**src/rtl/vreg_read_sequencer_if.sv**
```systemverilog
// Command/status bundle between the vector control unit and one lane's
// VRF read sequencer: start command, consumer ready, counter strobes.
interface vreg_read_sequencer_if #(
   parameter int VL_W = 9
);
   logic            start_i;
   logic            abort_i;
   logic [VL_W-1:0] vl_i;
   logic [1:0]      sew_i;
   logic            up_down_i;
   logic            ready_i;
   logic            load_o;
   logic            rst_cnt_o;
   logic            en_o;
   logic [1:0]      sew_o;
   logic            up_down_o;
   logic            valid_o;
   logic            last_o;
   logic            busy_o;
   logic            done_o;
   logic            err_o;

   modport master (
      output start_i, abort_i, vl_i,
      output sew_i, up_down_i, ready_i,
      input  load_o, rst_cnt_o, en_o,
      input  sew_o, up_down_o,
      input  valid_o, last_o,
      input  busy_o, done_o, err_o
   );

   modport slave (
      input  start_i, abort_i, vl_i,
      input  sew_i, up_down_i, ready_i,
      output load_o, rst_cnt_o, en_o,
      output sew_o, up_down_o,
      output valid_o, last_o,
      output busy_o, done_o, err_o
   );
endinterface

```
**src/rtl/vreg_read_sequencer.sv**
```systemverilog
// Per-lane VRF read-port sequencer: loads the address counter, issues one
// read per element, delays valid/last by the VRF read latency, pulses done.
// Ports: clk_i, rst_i (async active-low), bus (slave side of the interface).
module vreg_read_sequencer #(
   parameter int MEM_DEPTH         = 512,
   parameter int VREG_LOC_PER_LANE = 8,
   parameter int READ_LATENCY      = 2,
   parameter int VL_W              = $clog2(VREG_LOC_PER_LANE*4*8)+1
) (
   input  logic clk_i,
   input  logic rst_i,
   vreg_read_sequencer_if.slave bus
);

   localparam bit CFG_OK = (READ_LATENCY >= 1) &&
                           (READ_LATENCY <= 4) &&
                           (VREG_LOC_PER_LANE <= MEM_DEPTH);

   if (!CFG_OK) begin : g_cfg_err
      $error("vreg_read_sequencer: bad parameters");
   end

   typedef enum logic [2:0] {
      S_IDLE,
      S_LOAD,
      S_RUN,
      S_DRAIN,
      S_DONE
   } state_e;

   state_e                  state_q, state_d;
   logic [VL_W-1:0]         rem_q, rem_d;
   logic [2:0]              drn_q, drn_d;
   logic [1:0]              sew_q, sew_d;
   logic                    dir_q, dir_d;
   logic                    err_q, err_d;
   logic [READ_LATENCY-1:0] vpipe_q, vpipe_d;
   logic [READ_LATENCY-1:0] lpipe_q, lpipe_d;

   logic en;
   logic last_issue;

   // Reads are issued straight from ready so the counter never
   // runs ahead of the consumer.
   assign en         = (state_q == S_RUN) & bus.ready_i;
   assign last_issue = en & (rem_q == VL_W'(1));

   always_comb begin
      state_d = state_q;
      rem_d   = rem_q;
      drn_d   = drn_q;
      sew_d   = sew_q;
      dir_d   = dir_q;
      err_d   = 1'b0;

      vpipe_d[0] = en;
      lpipe_d[0] = last_issue;
      for (int i = 1; i < READ_LATENCY; i++) begin
         vpipe_d[i] = vpipe_q[i-1];
         lpipe_d[i] = lpipe_q[i-1];
      end

      if (bus.abort_i) begin
         // Flush drops in-flight reads too, so nothing
         // from the killed command ever shows as valid.
         state_d = S_IDLE;
         rem_d   = '0;
         drn_d   = '0;
         vpipe_d = '0;
         lpipe_d = '0;
      end else begin
         unique case (state_q)
            S_IDLE: begin
               if (bus.start_i) begin
                  if (bus.sew_i == 2'b11) begin
                     err_d = 1'b1;
                  end else begin
                     sew_d = bus.sew_i;
                     dir_d = bus.up_down_i;
                     if (bus.vl_i == '0) begin
                        state_d = S_DONE;
                     end else begin
                        rem_d   = bus.vl_i;
                        state_d = S_LOAD;
                     end
                  end
               end
            end
            S_LOAD: begin
               state_d = S_RUN;
            end
            S_RUN: begin
               if (en) begin
                  rem_d = rem_q - VL_W'(1);
                  if (last_issue) begin
                     state_d = S_DRAIN;
                     drn_d   = 3'(READ_LATENCY-1);
                  end
               end
            end
            S_DRAIN: begin
               if (drn_q == '0) begin
                  state_d = S_DONE;
               end else begin
                  drn_d = drn_q - 3'd1;
               end
            end
            S_DONE: begin
               state_d = S_IDLE;
            end
            default: begin
               state_d = S_IDLE;
            end
         endcase
      end
   end

   always_ff @(posedge clk_i or negedge rst_i) begin
      if (!rst_i) begin
         state_q <= S_IDLE;
         rem_q   <= '0;
         drn_q   <= '0;
         sew_q   <= '0;
         dir_q   <= 1'b0;
         err_q   <= 1'b0;
         vpipe_q <= '0;
         lpipe_q <= '0;
      end else begin
         state_q <= state_d;
         rem_q   <= rem_d;
         drn_q   <= drn_d;
         sew_q   <= sew_d;
         dir_q   <= dir_d;
         err_q   <= err_d;
         vpipe_q <= vpipe_d;
         lpipe_q <= lpipe_d;
      end
   end

   assign bus.load_o    = (state_q == S_LOAD);
   assign bus.rst_cnt_o = (state_q == S_LOAD);
   assign bus.en_o      = en;
   assign bus.sew_o     = sew_q;
   assign bus.up_down_o = dir_q;
   assign bus.valid_o   = vpipe_q[READ_LATENCY-1];
   assign bus.last_o    = lpipe_q[READ_LATENCY-1] &
                          vpipe_q[READ_LATENCY-1];
   assign bus.busy_o    = (state_q != S_IDLE);
   assign bus.done_o    = (state_q == S_DONE);
   assign bus.err_o     = err_q;

endmodule

```
**src/flat_wrapper.sv**
```systemverilog
// flat-port wrapper written by rule: the top's interface ports become plain ports
module vreg_read_sequencer_flat 
#(
   parameter int MEM_DEPTH         = 512,
   parameter int VREG_LOC_PER_LANE = 8,
   parameter int READ_LATENCY      = 2,
   parameter int VL_W              = $clog2(VREG_LOC_PER_LANE*4*8)+1
)
  (clk_i, rst_i, bus_start_i, bus_abort_i, bus_vl_i, bus_sew_i, bus_up_down_i, bus_ready_i, bus_load_o, bus_rst_cnt_o, bus_en_o, bus_sew_o, bus_up_down_o, bus_valid_o, bus_last_o, bus_busy_o, bus_done_o, bus_err_o);
  vreg_read_sequencer_if #(.VL_W(VL_W)) bus_i ();
  input  logic clk_i;
  input  logic rst_i;
  input wire logic [$bits(bus_i.start_i)-1:0] bus_start_i;
  input wire logic [$bits(bus_i.abort_i)-1:0] bus_abort_i;
  input wire logic [$bits(bus_i.vl_i)-1:0] bus_vl_i;
  input wire logic [$bits(bus_i.sew_i)-1:0] bus_sew_i;
  input wire logic [$bits(bus_i.up_down_i)-1:0] bus_up_down_i;
  input wire logic [$bits(bus_i.ready_i)-1:0] bus_ready_i;
  output wire logic [$bits(bus_i.load_o)-1:0] bus_load_o;
  output wire logic [$bits(bus_i.rst_cnt_o)-1:0] bus_rst_cnt_o;
  output wire logic [$bits(bus_i.en_o)-1:0] bus_en_o;
  output wire logic [$bits(bus_i.sew_o)-1:0] bus_sew_o;
  output wire logic [$bits(bus_i.up_down_o)-1:0] bus_up_down_o;
  output wire logic [$bits(bus_i.valid_o)-1:0] bus_valid_o;
  output wire logic [$bits(bus_i.last_o)-1:0] bus_last_o;
  output wire logic [$bits(bus_i.busy_o)-1:0] bus_busy_o;
  output wire logic [$bits(bus_i.done_o)-1:0] bus_done_o;
  output wire logic [$bits(bus_i.err_o)-1:0] bus_err_o;
  assign bus_i.start_i = bus_start_i;
  assign bus_i.abort_i = bus_abort_i;
  assign bus_i.vl_i = bus_vl_i;
  assign bus_i.sew_i = bus_sew_i;
  assign bus_i.up_down_i = bus_up_down_i;
  assign bus_i.ready_i = bus_ready_i;
  assign bus_load_o = bus_i.load_o;
  assign bus_rst_cnt_o = bus_i.rst_cnt_o;
  assign bus_en_o = bus_i.en_o;
  assign bus_sew_o = bus_i.sew_o;
  assign bus_up_down_o = bus_i.up_down_o;
  assign bus_valid_o = bus_i.valid_o;
  assign bus_last_o = bus_i.last_o;
  assign bus_busy_o = bus_i.busy_o;
  assign bus_done_o = bus_i.done_o;
  assign bus_err_o = bus_i.err_o;
  vreg_read_sequencer #(.MEM_DEPTH(MEM_DEPTH), .VREG_LOC_PER_LANE(VREG_LOC_PER_LANE), .READ_LATENCY(READ_LATENCY), .VL_W(VL_W)) u_core (.clk_i(clk_i), .rst_i(rst_i), .bus(bus_i));
endmodule
```
**config.mk**
```make
export PLATFORM = sky130hd
export DESIGN_NAME = vreg_read_sequencer_flat
export DESIGN_NICKNAME = d
export VERILOG_FILES = /design/src/rtl/vreg_read_sequencer_if.sv /design/src/rtl/vreg_read_sequencer.sv /design/src/flat_wrapper.sv
export SDC_FILE = /design/constraint.sdc
export NUM_CORES = 1
export LEC_CHECK = 0
export BUFFER_PORTS_ARGS = -buffer_cell sky130_fd_sc_hd__buf_2
export CAP_MARGIN = 20
export CORE_ASPECT_RATIO = 1.75
export CORE_MARGIN = 2
export CORE_UTILIZATION = 38
export DETAILED_ROUTE_END_ITERATION = 8
export SYNTH_ARGS = -nofsm -noshare
export SYNTH_HDL_FRONTEND = slang
export SYNTH_SLANG_ARGS = --single-unit
```
**constraint.sdc**
```tcl
create_clock -name clk_i -period 1.5 [get_ports clk_i]
set_input_delay 0.075 -clock clk_i [delete_from_list [all_inputs] [get_ports clk_i]]
set_output_delay 0.075 -clock clk_i [all_outputs]
set_load 0.02 [all_outputs]
```
# Word level (Yosys, flattened, before mapping)
# Cells that the tools add are included.
dict set report word_totals {
  reg_bits 23
  latchBits 0
  mem_bits_rw 0
  mem_bits_ro 0
  input_bits 17
  output_inout_bits 11
  word_cells 63
  mem_count 0
}
dict set report classes {
  add_sub_neg 2
  mul 0
  div 0
  order_cmp 0
  eq_ne 13
  shifts 0
  muxes 25
  bitwise 5
  n_reduce_logical 10
}
# operator count
set op_table {}
lappend op_table {{9-bit 2-to-1 mux} 5}
lappend op_table {{3-bit 2-to-1 mux} 11}
lappend op_table {{9-bit case mux with 2 select lines} 1}
lappend op_table {{3-bit != test, second input constant} 4}
lappend op_table {{3-bit case mux with 4 select lines} 1}
lappend op_table {{5-bit AND reduction} 2}
lappend op_table {{9-bit by 1-bit equality test with 1-bit output, second input constant} 1}
lappend op_table {{9-bit zero test} 1}
lappend op_table {{3-bit by 2-bit != test with 1-bit output, second input constant} 3}
lappend op_table {{3-bit nonzero test} 3}
lappend op_table {{9-bit by 1-bit subtractor with 9-bit output, second input constant} 1}
lappend op_table {{4-bit AND reduction} 2}
lappend op_table {{3-bit by 2-bit equality test with 1-bit output, second input constant} 2}
lappend op_table {{3-bit zero test} 2}
lappend op_table {{3-bit case mux with 2 select lines} 1}
lappend op_table {{1-bit 2-to-1 mux} 4}
lappend op_table {{2-bit 2-to-1 mux} 2}
lappend op_table {{1-bit bitwise AND} 3}
lappend op_table {{3-bit by 1-bit equality test with 1-bit output, second input constant} 1}
lappend op_table {{3-bit equality test, second input constant} 1}
lappend op_table {{3-bit by 1-bit subtractor with 3-bit output, second input constant} 1}
lappend op_table {{2-bit equality test, second input constant} 1}
lappend op_table {{1-bit NOT} 2}

# Longest topological paths before layout
dict set report depth {
  ltp_word 7
  ltp_mapped 7
  ltp_nobuf 6
}

# Worst setup path after synthesis
# OpenSTA, ideal clock, no wires.
dict set report synth_path {
  kind {register to output}
  start {register u_core.state_q[0]}
  end {output port bus_rst_cnt_o}
  arrival_ns 1.564
  required_ns 1.425
  setup_slack_ns -0.139
  path_stages_with_launch 4
  cell_sequence {dfrtp_1 clkbuf_1 nor3b_1 buf_4}
}
dict set report synth_via {
  elab_chain_len 1
}
# item line_no
set synth_lines {}
lappend synth_lines {{from (decl)} vreg_read_sequencer.sv:31} ;# state_e state_q, state_d;
lappend synth_lines {{from (signal assigned)} vreg_read_sequencer.sv:129} ;# state_q <= state_d;
lappend synth_lines {{3-bit by 1-bit equality test with 1-bit output} -}
lappend synth_lines {{to (decl)} flat_wrapper.sv:20} ;# output wire logic [$bits(bus_i.rst_cnt_o)-1:0] bus_rst_cnt_o;
# Every way passes these cells.

# Worst setup path in the final report
dict set report layout_path {
  start {register u_core.rem_q[0]}
  end {register u_core.rem_q[6]}
}
dict set report layout_via {
  elab_chain_len 4
}
# item line_no
set layout_lines {}
lappend layout_lines {{from (decl)} vreg_read_sequencer.sv:32} ;# logic [VL_W-1:0] rem_q, rem_d;
lappend layout_lines {{from (signal assigned)} vreg_read_sequencer.sv:130} ;# rem_q <= rem_d;
lappend layout_lines {{9-bit by 1-bit subtractor with 9-bit output} vreg_read_sequencer.sv:94} ;# rem_d = rem_q - VL_W'(1);
lappend layout_lines {{9-bit 2-to-1 mux} vreg_read_sequencer.sv:93} ;# if (en) begin
lappend layout_lines {{9-bit case mux with 2 select lines} vreg_read_sequencer.sv:72} ;# unique case (state_q)
lappend layout_lines {{9-bit 2-to-1 mux} vreg_read_sequencer.sv:63} ;# if (bus.abort_i) begin
# Every way passes these cells. The select of a mux whose other input is x is not followed.
# A chain may end at the register's enable or synchronous reset.

==> out/qor.txt <==
OUTCOME
----------------------------------------------------------------------------------------------------
Outcome ............................................................................... finished with violations
Violated checks ....................................................................... negative setup slack

DETAILED ROUTING
----------------------------------------------------------------------------------------------------
Drc violations ........................................................................            0
Number of detailed-route iterations in the first pass .................................            4
Detailed Route WL .....................................................................      4.52 mm
Number of vias per cell ...............................................................         5.73
Detail-routed net length per standard cell ............................................      17.3 µm
Number of vias after detailed routing .................................................         1495
Remaining antenna violation count .....................................................            0
Count of routing violations after the opening detailed-route iteration ................           50

LAYOUT
----------------------------------------------------------------------------------------------------
Antenna diode instance count ..........................................................            0
Utilization after layout ..............................................................        0.617
Proportion of layout cells with a drive suffix above 1 ................................        0.567
Area of the multi-input gates .........................................................      980 µm²
Sequential cell area ..................................................................      576 µm²
Number of fill cells in the layout ....................................................          305
Finished layout cell area .............................................................     2240 µm²
Area growth, synth to finish ..........................................................        54.5%
Total Nets Final ......................................................................          237
Post-Layout Cell Count ................................................................          261

GRT
----------------------------------------------------------------------------------------------------
Maximum number of pins on one net before global-route repair ..........................           24
Total global-route track usage ........................................................        0.218
Initial antenna violation count .......................................................            0
Global-route wire length before repair ................................................      7.22 mm
GR Overflow Total .....................................................................            0
Vias in the first global route ........................................................         1523

CTS
----------------------------------------------------------------------------------------------------
CTS tree ..............................................................................         done
Root Driver ...........................................................................     clkbuf_8
CTS Buf Count .........................................................................            3
Worst-Skew Late Latency ...............................................................      0.27 ns
CTS H-tree lvls .......................................................................            1
Clock net sink count ..................................................................           23
Clock Tree Buf Depth ..................................................................            2
Clock-pin slew reported for the worst setup and hold paths after clock tree synthesis .      0.09 ns

RUN
----------------------------------------------------------------------------------------------------
Count of max-cap constraint violations ................................................            0

CRITICAL PATH
----------------------------------------------------------------------------------------------------
Critical path cell sequence ........................................................... inv_2 > ha_4 > or4b_4 > o21ai_2 > o211ai_1 > o2bb2ai_1
Type of destination of the critical path ..............................................    flip-flop
Worst-path cell with the longest stage delay ..........................................       or4b_4
Worst Path Class, Setup ............................................................... flip-flop to flip-flop
Delay of the slowest cell on the worst path ...........................................      0.50 ns
Data arrival time of the critical path ................................................      1.77 ns
Capturing point of the worst reg2reg path ............................................. u_core.rem_q[6]
Number of buffers and inverters on the critical path ..................................            1
Kind of cell with the highest combined delay on the critical path ..................... simple AND/OR/NAND/NOR gates
Worst Path Required ...................................................................      1.64 ns
Maximum fanout count along the critical path ..........................................            4
Crit start category ...................................................................    flip-flop
Start of the worst register-to-register path .......................................... u_core.rem_q[0]
Register-to-register setup slack ......................................................     -0.13 ns
Worst Reg-to-Reg Cells ................................................................            6
Critical path launch point ............................................................ u_core.rem_q[0]

HOLD PATH
----------------------------------------------------------------------------------------------------
Worst min-delay path category ......................................................... input port to flip-flop
Startpoint of the worst hold path ..................................................... bus_up_down_i
Hold EP ............................................................................... u_core.bus.up_down_o
Worst Hold Path Cells .................................................................            2

YOSYS
----------------------------------------------------------------------------------------------------
Gate count after technology mapping ...................................................          143
Area share of the largest cell type after synthesis ...................................        0.398
Number of flops mapped to enable cells by yosys .......................................            0
Share of async-settable or async-resettable flops after synthesis .....................         1.00
Dominant cell by count in the synthesized netlist .....................................      dfrtp_1
Syn nets ..............................................................................          164
Post-synthesis sequential area ratio ..................................................        0.398
Average cell area after synthesis .....................................................     10.1 µm²
Seq cells post-synth ..................................................................           23
Count of distinct cell types in the synthesized netlist ...............................           49
Dominant cell type by area after synthesis ............................................      dfrtp_1
Dominant cells by area after synthesis ................................................ dfrtp_1 (40%), o2bb2ai_1 (4.2%), o211ai_1 (4.1%)
Syn. warnings .........................................................................            0
Top_reg_cell synth ....................................................................      dfrtp_1
Netlist area before placement .........................................................     1450 µm²
Top cell types by occurrence after synthesis .......................................... dfrtp_1 (23), a21oi_1 (9), nor2_1 (8), o211ai_1 (8), o21ai_0 (8)

PWR
----------------------------------------------------------------------------------------------------
Internal ..............................................................................      2.01 mW
Power Dens Cells ......................................................................  1530 nW/µm²
Total power after layout ..............................................................      3.43 mW
Leakage dissipation ...................................................................     0.977 nW
Power share of the clock group ........................................................        0.117
Relative contribution of combinational cells to total power ...........................        0.625
Switching pwr .........................................................................      1.42 mW
Worst IR Drop VDD .....................................................................     0.859 mV
Relative contribution of sequential cells to total power ..............................        0.257
Switching Share .......................................................................        0.414

STA
----------------------------------------------------------------------------------------------------
Sum of negative setup slack ...........................................................     -1.15 ns
Post-route clock period utilization ...................................................         1.09
Setup repair after global routing missed its margin ...................................          yes
Hold Worst Slack ......................................................................    0.0354 ns
Post-layout minimum cycle time ........................................................      1.63 ns
Final setup violation count ...........................................................           14
Final hold violation count ............................................................            0
Tightest slew margin relative to the limit ............................................        0.619
Crit path setup slack, layout .........................................................    -0.130 ns
Max Clock Skew ........................................................................   0.00368 ns
Achievable Freq .......................................................................      614 MHz
Slew Limit Fails ......................................................................            0
Slew at the pin closest to its max-slew limit .........................................     0.571 ns

FLOORPLANNING
----------------------------------------------------------------------------------------------------
Floorplan die height ..................................................................      85.7 µm
Chip Width ............................................................................      50.7 µm
Top-level port count ..................................................................           28
Die area ..............................................................................     4340 µm²
Starting density of the core ..........................................................        0.399
Std-Cell Core Area ....................................................................     3630 µm²
# rows ................................................................................           29

PLACEMENT
----------------------------------------------------------------------------------------------------
Dpl ws ................................................................................    -0.158 ns
Routability congestion estimate .......................................................        0.874
Placed cell areas .....................................................................     1870 µm²
# placed instances ....................................................................          243
HPWL after detailed placement .........................................................      3.19 mm
Number of port buffers ................................................................           27

-- routing by layer --
layer / GRT usage / share of wire / routed length (µm)
met1: 0.244 / 0.35 / 1570
met2: 0.406 / 0.59 / 2650
met3: 0.0209 / 0.025 / 114
met4: 0.0958 / 0.039 / 177
met5: 0 / 0 / 0
-- worst max-delay path by stage --
stage | cells past startpoint | endpoint
floorplan | 6 | u_core.rem_q[8]
global placement | 5 | u_core.rem_q[0]
detailed placement | 6 | u_core.rem_q[6]
CTS | 6 | u_core.rem_q[6]
global route | 6 | u_core.rem_q[5]
finish | 6 | u_core.rem_q[6]
-- worst register-to-register path: stages (launching register included) --
cell	delay (ns)
dfrtp_1	0.40
inv_2	0.08
ha_4	0.13
or4b_4	0.50
o21ai_2	0.14
o211ai_1	0.11
o2bb2ai_1	0.14
-- cell usage in the layout (no fill, tap or decap), types with 2 or more instances in the layout --
cell,synthesis,final
nand2b_1,2,2
dfrtp_1,23,23
ha_1,4,2
nand2_1,3,3
nor4_2,1,3
and2_1,5,4
buf_4,1,38
o2bb2ai_2,0,4
mux2_2,4,4
o21ai_2,1,2
a21oi_1,9,8
o21ai_1,1,3
buf_6,3,10
o211ai_4,0,2
nor3_2,2,2
inv_2,0,2
nor2_1,8,6
nor4_1,5,2
nor2_4,0,2
o21ai_0,8,5
o211ai_1,8,8
buf_2,2,26
inv_1,7,5
or3_4,2,4
clkbuf_8,0,3
nand3_1,3,3
nor2b_1,3,3
o2bb2ai_1,7,3
-- sequential cells by signal, summed over array words and instances (netlist names) --
name,count
u_core.state_q,3
u_core.bus.err_o,1
u_core.lpipe_q,2
u_core.bus.up_down_o,1
u_core.rem_q,9
u_core.drn_q,3
u_core.vpipe_q,2
u_core.bus.sew_o,2
-- what timing repair did --
item / CTS / global route
gates resized for setup: 28 / 18
hold buffers: 1 / 0
buffers inserted: 5 / 8
pin swaps: 6 / 10
endpoints found under the setup margin: 17 / 19
endpoints found under the hold margin: 23 / 0
-- logic make-up (layout without fill, tap and decap cells) --
group / after synthesis / count (layout) / synth area share
buffers and inverters: 15 / 87 / 0.0588
multiplexers: 5 / 5 / 0.0380
adder cells (fa/ha/maj): 4 / 4 / 0.0346
flip-flops: 23 / 23 / 0.398
AO/OA/AOI/OAI: 47 / 47 / 0.242
AND/OR/NAND/NOR: 49 / 49 / 0.229
-- layout make-up --
type	instances	share of cell area
flip-flops and latches	23	0.257
clock buffers	4	0.0201
multi-input cells	105	0.438
repair buffers	76	0.247
well taps	46	0.0257
inverters	7	0.0117
-- power by group through the flow --
stage | sequential [mW] | clock (mW) | combinational (mW)
floorplan | 0.927 | 0 | 0.905
global placement | 0.866 | 0 | 1.58
detailed placement | 0.880 | 0 | 1.63
CTS | 0.876 | 0.414 | 1.90
global route | 0.896 | 0.438 | 2.30
finish | 0.883 | 0.402 | 2.14
Note: power is estimated with default switching activity, not from simulation.
